--- config.mk ---
export PLATFORM = sky130hd
export DESIGN_NAME = alu_issue_seq
export DESIGN_NICKNAME = d
export VERILOG_FILES = /design/src/rtl/alu_issue_seq_pkg.sv /design/src/rtl/alu_issue_seq_regfile.sv /design/src/rtl/alu_issue_seq.sv
export SDC_FILE = /design/constraint.sdc
export NUM_CORES = 1
export LEC_CHECK = 0
export BUFFER_PORTS_ARGS = -buffer_cell sky130_fd_sc_hd__buf_4
export CORE_AREA = 5 5 244 305
export DETAILED_ROUTE_END_ITERATION = 6
export DIE_AREA = 0 0 249 310
export GPL_ROUTABILITY_DRIVEN = 0
export PLACE_DENSITY = 0.66
export SLEW_MARGIN = 10
export SYNTH_ARGS = -nofsm -noshare
export SYNTH_HDL_FRONTEND = slang
export SYNTH_HIERARCHICAL = 1
export SYNTH_SLANG_ARGS = --single-unit
--- constraint.sdc ---
create_clock -name clk -period 8.5 [get_ports clk]
set_clock_uncertainty 0.05 [all_clocks]
set_input_delay 1.7 -clock clk [delete_from_list [all_inputs] [get_ports clk]]
set_output_delay 1.7 -clock clk [all_outputs]
set_load 0.1 [all_outputs]
--- src/rtl/alu_issue_seq_pkg.sv ---
// Shared definitions for the ALU issue/writeback slice: widths, opcode
// constants, the legal-opcode check and the E-stage record.
package alu_issue_seq_pkg;

  localparam int WORD_SIZE = 32;
  localparam int OPCODE_W  = 8;
  localparam int NREG      = 16;
  localparam int RIDX_W    = $clog2(NREG);

  localparam logic [OPCODE_W-1:0] OP_NOP      = 8'h00;
  localparam logic [OPCODE_W-1:0] MOV_REG_REG = 8'h01;
  localparam logic [OPCODE_W-1:0] ADD_REG     = 8'h02;
  localparam logic [OPCODE_W-1:0] SUB_REG     = 8'h03;
  localparam logic [OPCODE_W-1:0] MUL_REG     = 8'h04;
  localparam logic [OPCODE_W-1:0] AND_REG     = 8'h05;
  localparam logic [OPCODE_W-1:0] ORR_REG     = 8'h06;
  localparam logic [OPCODE_W-1:0] XOR_REG     = 8'h07;

  // Contents of the execute/writeback stage register.
  typedef struct packed {
    logic                 valid;
    logic [OPCODE_W-1:0]  op;
    logic [RIDX_W-1:0]    rd;
    logic [WORD_SIZE-1:0] a;
    logic [WORD_SIZE-1:0] b;
  } e_stage_t;

  // True for every opcode the ALU is allowed to execute and write back.
  function automatic logic is_legal(input logic [OPCODE_W-1:0] op);
    logic ok;
    ok = 1'b0;
    case (op)
      OP_NOP, MOV_REG_REG, ADD_REG, SUB_REG,
      MUL_REG, AND_REG, ORR_REG, XOR_REG: ok = 1'b1;
      default:                            ok = 1'b0;
    endcase
    return ok;
  endfunction

  // True when an instruction in E produces a register write.
  function automatic logic writes_reg(input logic [OPCODE_W-1:0] op,
                                      input logic [RIDX_W-1:0]   rd);
    return is_legal(op) && (op != OP_NOP) && (rd != '0);
  endfunction

endpackage

--- src/rtl/alu_issue_seq_regfile.sv ---
// Register file: NREG words, two async operand read ports, an async debug
// port and one synchronous write port. r0 is hardwired to zero.
module alu_issue_seq_regfile
  import alu_issue_seq_pkg::*;
#(
  parameter int WIDTH = WORD_SIZE,
  parameter int DEPTH = NREG,
  parameter int AW    = $clog2(DEPTH)
) (
  input  logic             clk,
  input  logic             rst,
  input  logic [AW-1:0]    ra_addr,
  output logic [WIDTH-1:0] ra_data,
  input  logic [AW-1:0]    rb_addr,
  output logic [WIDTH-1:0] rb_data,
  input  logic [AW-1:0]    dbg_addr,
  output logic [WIDTH-1:0] dbg_data,
  input  logic             we,
  input  logic [AW-1:0]    waddr,
  input  logic [WIDTH-1:0] wdata
);

  logic [WIDTH-1:0] regs [0:DEPTH-1];

  // Synchronous reset clears every register; writes to r0 are discarded.
  always_ff @(posedge clk) begin
    if (rst) begin
      for (int i = 0; i < DEPTH; i++) begin
        regs[i] <= '0;
      end
    end else if (we && (waddr != '0)) begin
      regs[waddr] <= wdata;
    end
  end

  // Read ports see the stored value only; r0 always reads zero.
  always_comb begin
    ra_data  = (ra_addr  == '0) ? '0 : regs[ra_addr];
    rb_data  = (rb_addr  == '0) ? '0 : regs[rb_addr];
    dbg_data = (dbg_addr == '0) ? '0 : regs[dbg_addr];
  end

endmodule

--- src/rtl/alu_issue_seq.sv ---
// Operand supply and writeback for an external combinational ALU.
// D stage reads rd/rs with forwarding from E; E stage drives the ALU and
// writes its result back into rd.
module alu_issue_seq
  import alu_issue_seq_pkg::*;
#(
  parameter int WORD_SIZE = alu_issue_seq_pkg::WORD_SIZE,
  parameter int OP_W      = alu_issue_seq_pkg::OPCODE_W,
  parameter int NREG      = alu_issue_seq_pkg::NREG
) (
  input  logic                 clk,
  input  logic                 rst,
  input  logic                 in_valid,
  output logic                 in_ready,
  input  logic [OP_W-1:0]      in_op,
  input  logic [3:0]           in_rd,
  input  logic [3:0]           in_rs,
  input  logic                 hold,
  output logic [OP_W-1:0]      alu_com,
  output logic [WORD_SIZE-1:0] alu_a,
  output logic [WORD_SIZE-1:0] alu_b,
  input  logic [WORD_SIZE-1:0] alu_y,
  output logic                 wb_valid,
  output logic [3:0]           wb_rd,
  output logic [WORD_SIZE-1:0] wb_data,
  output logic                 illegal_op,
  input  logic [3:0]           dbg_addr,
  output logic [WORD_SIZE-1:0] dbg_data
);

  logic                 e_valid;
  logic [OP_W-1:0]      e_op;
  logic [3:0]           e_rd;
  logic [WORD_SIZE-1:0] e_a;
  logic [WORD_SIZE-1:0] e_b;

  logic [WORD_SIZE-1:0] rf_a;
  logic [WORD_SIZE-1:0] rf_b;
  logic [WORD_SIZE-1:0] opnd_a;
  logic [WORD_SIZE-1:0] opnd_b;
  logic                 e_writes;
  logic                 accept;

  alu_issue_seq_regfile #(
    .WIDTH (WORD_SIZE),
    .DEPTH (NREG),
    .AW    (4)
  ) u_regfile (
    .clk      (clk),
    .rst      (rst),
    .ra_addr  (in_rd),
    .ra_data  (rf_a),
    .rb_addr  (in_rs),
    .rb_data  (rf_b),
    .dbg_addr (dbg_addr),
    .dbg_data (dbg_data),
    .we       (wb_valid),
    .waddr    (e_rd),
    .wdata    (alu_y)
  );

  // Handshake, writeback qualification and operand forwarding from E.
  always_comb begin
    in_ready   = !hold;
    accept     = in_valid && !hold;
    e_writes   = e_valid && writes_reg(e_op, e_rd);
    wb_valid   = e_writes && !hold;
    illegal_op = e_valid && !hold && !is_legal(e_op);
    wb_rd      = e_rd;
    wb_data    = alu_y;
    opnd_a     = rf_a;
    opnd_b     = rf_b;
    if (e_writes && (e_rd == in_rd)) begin
      opnd_a = alu_y;
    end
    if (e_writes && (e_rd == in_rs)) begin
      opnd_b = alu_y;
    end
  end

  // E-stage register: load on accept, drain when idle, freeze under hold.
  // Payload is kept on drain so the ALU inputs hold their last values.
  always_ff @(posedge clk) begin
    if (rst) begin
      e_valid <= 1'b0;
      e_op    <= '0;
      e_rd    <= '0;
      e_a     <= '0;
      e_b     <= '0;
    end else if (accept) begin
      e_valid <= 1'b1;
      e_op    <= in_op;
      e_rd    <= in_rd;
      e_a     <= opnd_a;
      e_b     <= opnd_b;
    end else if (!hold) begin
      e_valid <= 1'b0;
    end
  end

  // ALU inputs come straight from the E register.
  always_comb begin
    alu_com = e_op;
    alu_a   = e_a;
    alu_b   = e_b;
  end

endmodule

# ---- Yosys cells after proc, flatten, opt, wreduce, memory -nomap -nowiden
# Memory sizes are Yosys's and may differ from the RTL's.
# Cells that the tools add are included.
# W data, S select, Z words.
dict set report word_totals {
  ramBits 512
  n_memories 1
  out_inout_bits 143
  ff_bits 77
}
# memory depth word_bits read_ports rd_ports_with_merged_regs write_ports line_no
set memory_table {}
lappend memory_table {u_regfile.regs 16 32 3 0 16 alu_issue_seq_regfile.sv:23} ;# logic [WIDTH-1:0] regs [0:DEPTH-1];
dict set report op_classes {
  reduce_logical 19
  muxes 17
  eq_ne 3
}
# cell n
set ops {}
lappend ops {{$mux W32} 6}
lappend ops {{$reduce_or A32 Y1} 1}
lappend ops {{$logic_not A4 Y1} 3}
lappend ops {{$logic_and A1 B1 Y1} 10}
lappend ops {{$mux W1} 10}
lappend ops {{$eq A4 B4 Y1} 2}
lappend ops {{$reduce_bool A8 Y1} 1}
lappend ops {{$logic_not A5 Y1} 1}
lappend ops {{$mux W4} 1}
lappend ops {{$reduce_bool A4 Y1} 1}
lappend ops {{$logic_not A1 Y1} 2}
lappend ops {{$ne A2 B1 Y1 const B} 1}

# ---- Depth between registers and ports, before layout
dict set report logic_depth {
  word_depth 12
  ltp_mapped 10
  mapped_depth_nobuf 7
}

# ---- Modules after synthesis
# Netlist, hierarchy kept.
# module area_each_um2 instances cells_per_inst
set by_module_without_submodules {}
lappend by_module_without_submodules {alu_issue_seq_regfile 29214.3 1 2212}
lappend by_module_without_submodules {alu_issue_seq 3828.7 1 479}

# ---- Least setup slack after synthesis
# OpenSTA, ideal clock, no wires.
dict set report synth_timing {
  path_kind {input port to output port}
  start {input port dbg_addr[1]}
  end {output port dbg_data[14]}
  path_buffers 3
  setup_slack_ps 2676
  required_ps 6750
  t_arrival_ps 4074
  stages 7
  cell_sequence {buf_4 buf_4 buf_2 mux2i_1 a22oi_1 a21oi_1 a21oi_1}
}
dict set report synth_via {
  elab_chain_len 2
  word_cells_on_any_way 3
}
# element line_no
set synth_rtl {}
lappend synth_rtl {{start: declaration} alu_issue_seq.sv:27} ;# input logic [3:0] dbg_addr,
lappend synth_rtl {{$mem_v2 Z16 W32 / $logic_not A4 Y1 (equally long branches)} n/a}
lappend synth_rtl {{$mux W32 *} alu_issue_seq_regfile.sv:40} ;# dbg_data = (dbg_addr == '0) ? '0 : regs[dbg_addr];
lappend synth_rtl {{end: declaration} alu_issue_seq.sv:28} ;# output logic [WORD_SIZE-1:0] dbg_data
# Every way passes the cells marked *; elsewhere a longest branch is shown, timed or not.

# ---- Worst setup path in the final report
dict set report layout_timing {
  start {input port dbg_addr[3]}
  end {output port dbg_data[11]}
}
# Same word-level chain as after synthesis.

==> flow_metrics.py <==
metrics = {
    "route": {
        "route.detailed.drc": 10,
        "viasPerCell": 6.89,
        "firstDrtPassIters": 6,
        "drtIter0Drc": 3573,
        "drt-total-wl_um": 119000,
        "wl_per_cell_um": 32.3,
        "ant_nets": 0,
        "vias": 25400,
    },
    "timing": {
        "rsz0062_at_grt": "false",
        "maxSlewViolCount": 0,
        "max_freq_mhz": 157,
        "finalHoldViolCount": 0,
        "slew-limit-headroom_pct": 19.7,
        "fin_tns_setup_ns": 0,
        "setup_viol": 0,
        "fin_crit_ns": 6.38,
        "fin_crit_sh_pct": 75.1,
        "worstMarginPinSlew_ns": 1.20,
    },
    "global_route": {
        "grt_usage_pct": 29.5,
        "antenna_found_initial": 2,
        "grt_max_degree": 96,
        "gr-total-overflow": 0,
        "grt_pass1_wl_um": 170000,
        "grt_pass1_vias": 25400,
    },
    "power_and_ir_drop": {
        "power.density_nw_per_um2": 191,
        "p_int_w": 0.00488,
        "p_comb_share_pct": 18.4,
        "p_sw_w": 0.00210,
        "p_leak_nw": 13.5,
        "switching_share_pct": 30.1,
        "seq_power_share_pct": 45.2,
        "ir_worst_vdd_uv": 132,
        "p_clk_share_pct": 36.4,
    },
    "floorplanning": {
        "placementRows": 110,
        "dieArea_um2": 77200,
        "die_w_um": 249,
        "start_util_pct": 46.3,
        "pin_count": 199,
        "coreArea_um2": 71400,
        "die_h_um": 310,
    },
    "yosys": {
        "synth.distinct_cells": 43,
        "ys_ff_latch": 558,
        "synth_ff_type": "edfxtp_1",
        "async_flop_share_pct": 0,
        "synth_top_area_share_pct": 43.7,
        "ys_top_cells_by_area": "edfxtp_1 44%, mux4_2 13%, and2_1 9.1%",
        "yosys_warnings": 6,
        "avgSynthCellArea_um2": 12.3,
        "syn-num-nets": 2747,
        "synthCells": 2691,
        "synth_top_area_cell": "edfxtp_1",
        "synth_edf_count": 481,
        "synth_area_um2": 33000,
        "seq_area_frac_synth_pct": 48.4,
        "synthTopCellsByCount": "481 x and2_1, 481 x edfxtp_1, 287 x mux2i_1",
    },
    "cts": {
        "cts.repair.resized": 0,
        "clockRootBuffer": "clkbuf_16",
        "htree_levels": 2,
        "cts_tree": "yes",
        "postCtsSetupRepairBufs": 0,
        "clock_latency_ns": 0.63,
        "cts_sinks": 558,
        "clock_path_buffers": 3,
        "clkTransAtPathRegs_ns": 0.06,
        "cts_made_buffers": 55,
        "cts_hold_buf": 0,
    },
    "final_layout": {
        "final_nets": 2744,
        "num-fill-cells": 6088,
        "drive_gt1_share_pct": 22.6,
        "synthToLayoutAreaGrowth_pct": 10.7,
        "utilization_pct": 51.2,
    },
    "placement": {
        "io_buffer_count": 198,
        "hpwlAfterDp_um": 65600,
    },
    "run_status": {
        "status": "complete, but fails checks",
        "violations": "DRC",
    },
    "setup_path": {
        "start_kind": "input port",
        "crit_type": "in -> out",
        "path_max_fanout": 36,
        "required_ns": 6.75,
        "endpoint_kind": "primary output",
        "cp.arrival_ns": 4.63,
    },
    "hold_path": {
        "holdCritPathClass": "reg -> reg",
    },
    "flow_run": {
        "cap_violations": 0,
    },
}
kinds of logic after synthesis:
kind of cell           after synthesis  share of synthesized area [%]
multiplexers                       517                           23.1
other                                1                         0.0113
XOR/XNOR                             8                          0.212
AO/OA/AOI/OAI                      460                           9.62
flip-flops                         558                           48.4
AND/OR/NAND/NOR                    831                           13.8
buffers and inverters              316                           4.80
state kept, by name (all words and copies together), names as in the netlist:
signal	count
alu_b	32
e_valid	1
alu_a	32
alu_com	8
u_regfile/regs	481
wb_rd	4
metal layers:
metal / GRT usage [%] / share of wire, %
met3: 5.86 / 11
met2: 48.4 / 46
met4: 14.4 / 5.7
met1: 37.8 / 37
met5: 0 / 0
critical path, stage by stage:
cell and delay, ns:
buf_4 0.53, buf_4 0.80, mux2_2 0.42, a221o_1 0.29
a21oi_1 0.32, a21oi_1 0.17, buf_4 0.34
stage by stage:
| stage | setup slack, ns | instance area [um^2] | hold WS, ns | power [W] | instances |
|---|---|---|---|---|---|
| detailed placement | 2.32 | 34700 | 0.418 | 0.00447 | 3583 |
| global placement | 2.28 | 34700 | 0.411 | 0.00445 | 3583 |
| CTS | 2.32 | 36600 | 0.428 | 0.00698 | 3686 |
| floorplan | 2.68 | 33000 | 0.395 | 0.00410 | 2691 |
| finish | 2.12 | 36600 | 0.427 | 0.00698 | 3688 |
| global route | 2.19 | 36600 | 0.446 | 0.00715 | 3686 |
area by class of cell:
| cell class | instances | area [um^2] | area share, % |
|---|---|---|---|
| clock inverter | 25 | 220 | 0.602 |
| timing repair buffer | 255 | 1960 | 5.36 |
| tap | 952 | 1190 | 3.26 |
| multi-input combinational | 1817 | 15600 | 42.6 |
| antenna | 2 | 5.00 | 0.0137 |
| inverter | 1 | 3.75 | 0.0103 |
| sequential | 558 | 16000 | 43.7 |
| clock buffer | 78 | 1640 | 4.48 |
power by group through the flow:
stage               combinational, W  clock, W  sequential (W)
CTS                          0.00127   0.00256         0.00315
finish                       0.00128   0.00254         0.00315
floorplan                   0.000754         0         0.00335
global placement             0.00125         0         0.00320
global route                 0.00132   0.00267         0.00316
detailed placement           0.00126         0         0.00321
cell usage in the layout, fill, tap and decap left out, drive strengths merged, types with 15 or more instances in the layout:
| cell type | instances |
|---|---|
| clkbuf | 78 |
| and2 | 481 |
| mux4 | 194 |
| a22oi | 31 |
| or2 | 15 |
| o21ai | 67 |
| edfxtp | 481 |
| clkinv | 20 |
| nand3 | 67 |
| dfxtp | 77 |
| mux2 | 36 |
| a311oi | 64 |
| o22ai | 123 |
| nand2 | 35 |
| nor2 | 200 |
| buf | 255 |
| a221o | 33 |
| a2111oi | 60 |
| a21oi | 77 |
| mux2i | 287 |
worst paths after layout:
check / start / endpoint / slack [ns] / depth (start not counted)
setup reg to reg: wb_rd[3]$_SDFFE_PP0P_ / u_regfile/regs[13][26]$_SDFFCE_PN0P_ / 2.97 / 10
hold reg to reg: e_valid$_SDFFE_PP0P_ / e_valid$_SDFFE_PP0P_ / 0.43 / 2
hold / removal: e_valid$_SDFFE_PP0P_ / e_valid$_SDFFE_PP0P_ / 0.43 / 2
setup / recovery: dbg_addr[3] / dbg_data[11] / 2.12 / 7
(Power assumes the default switching activity.)
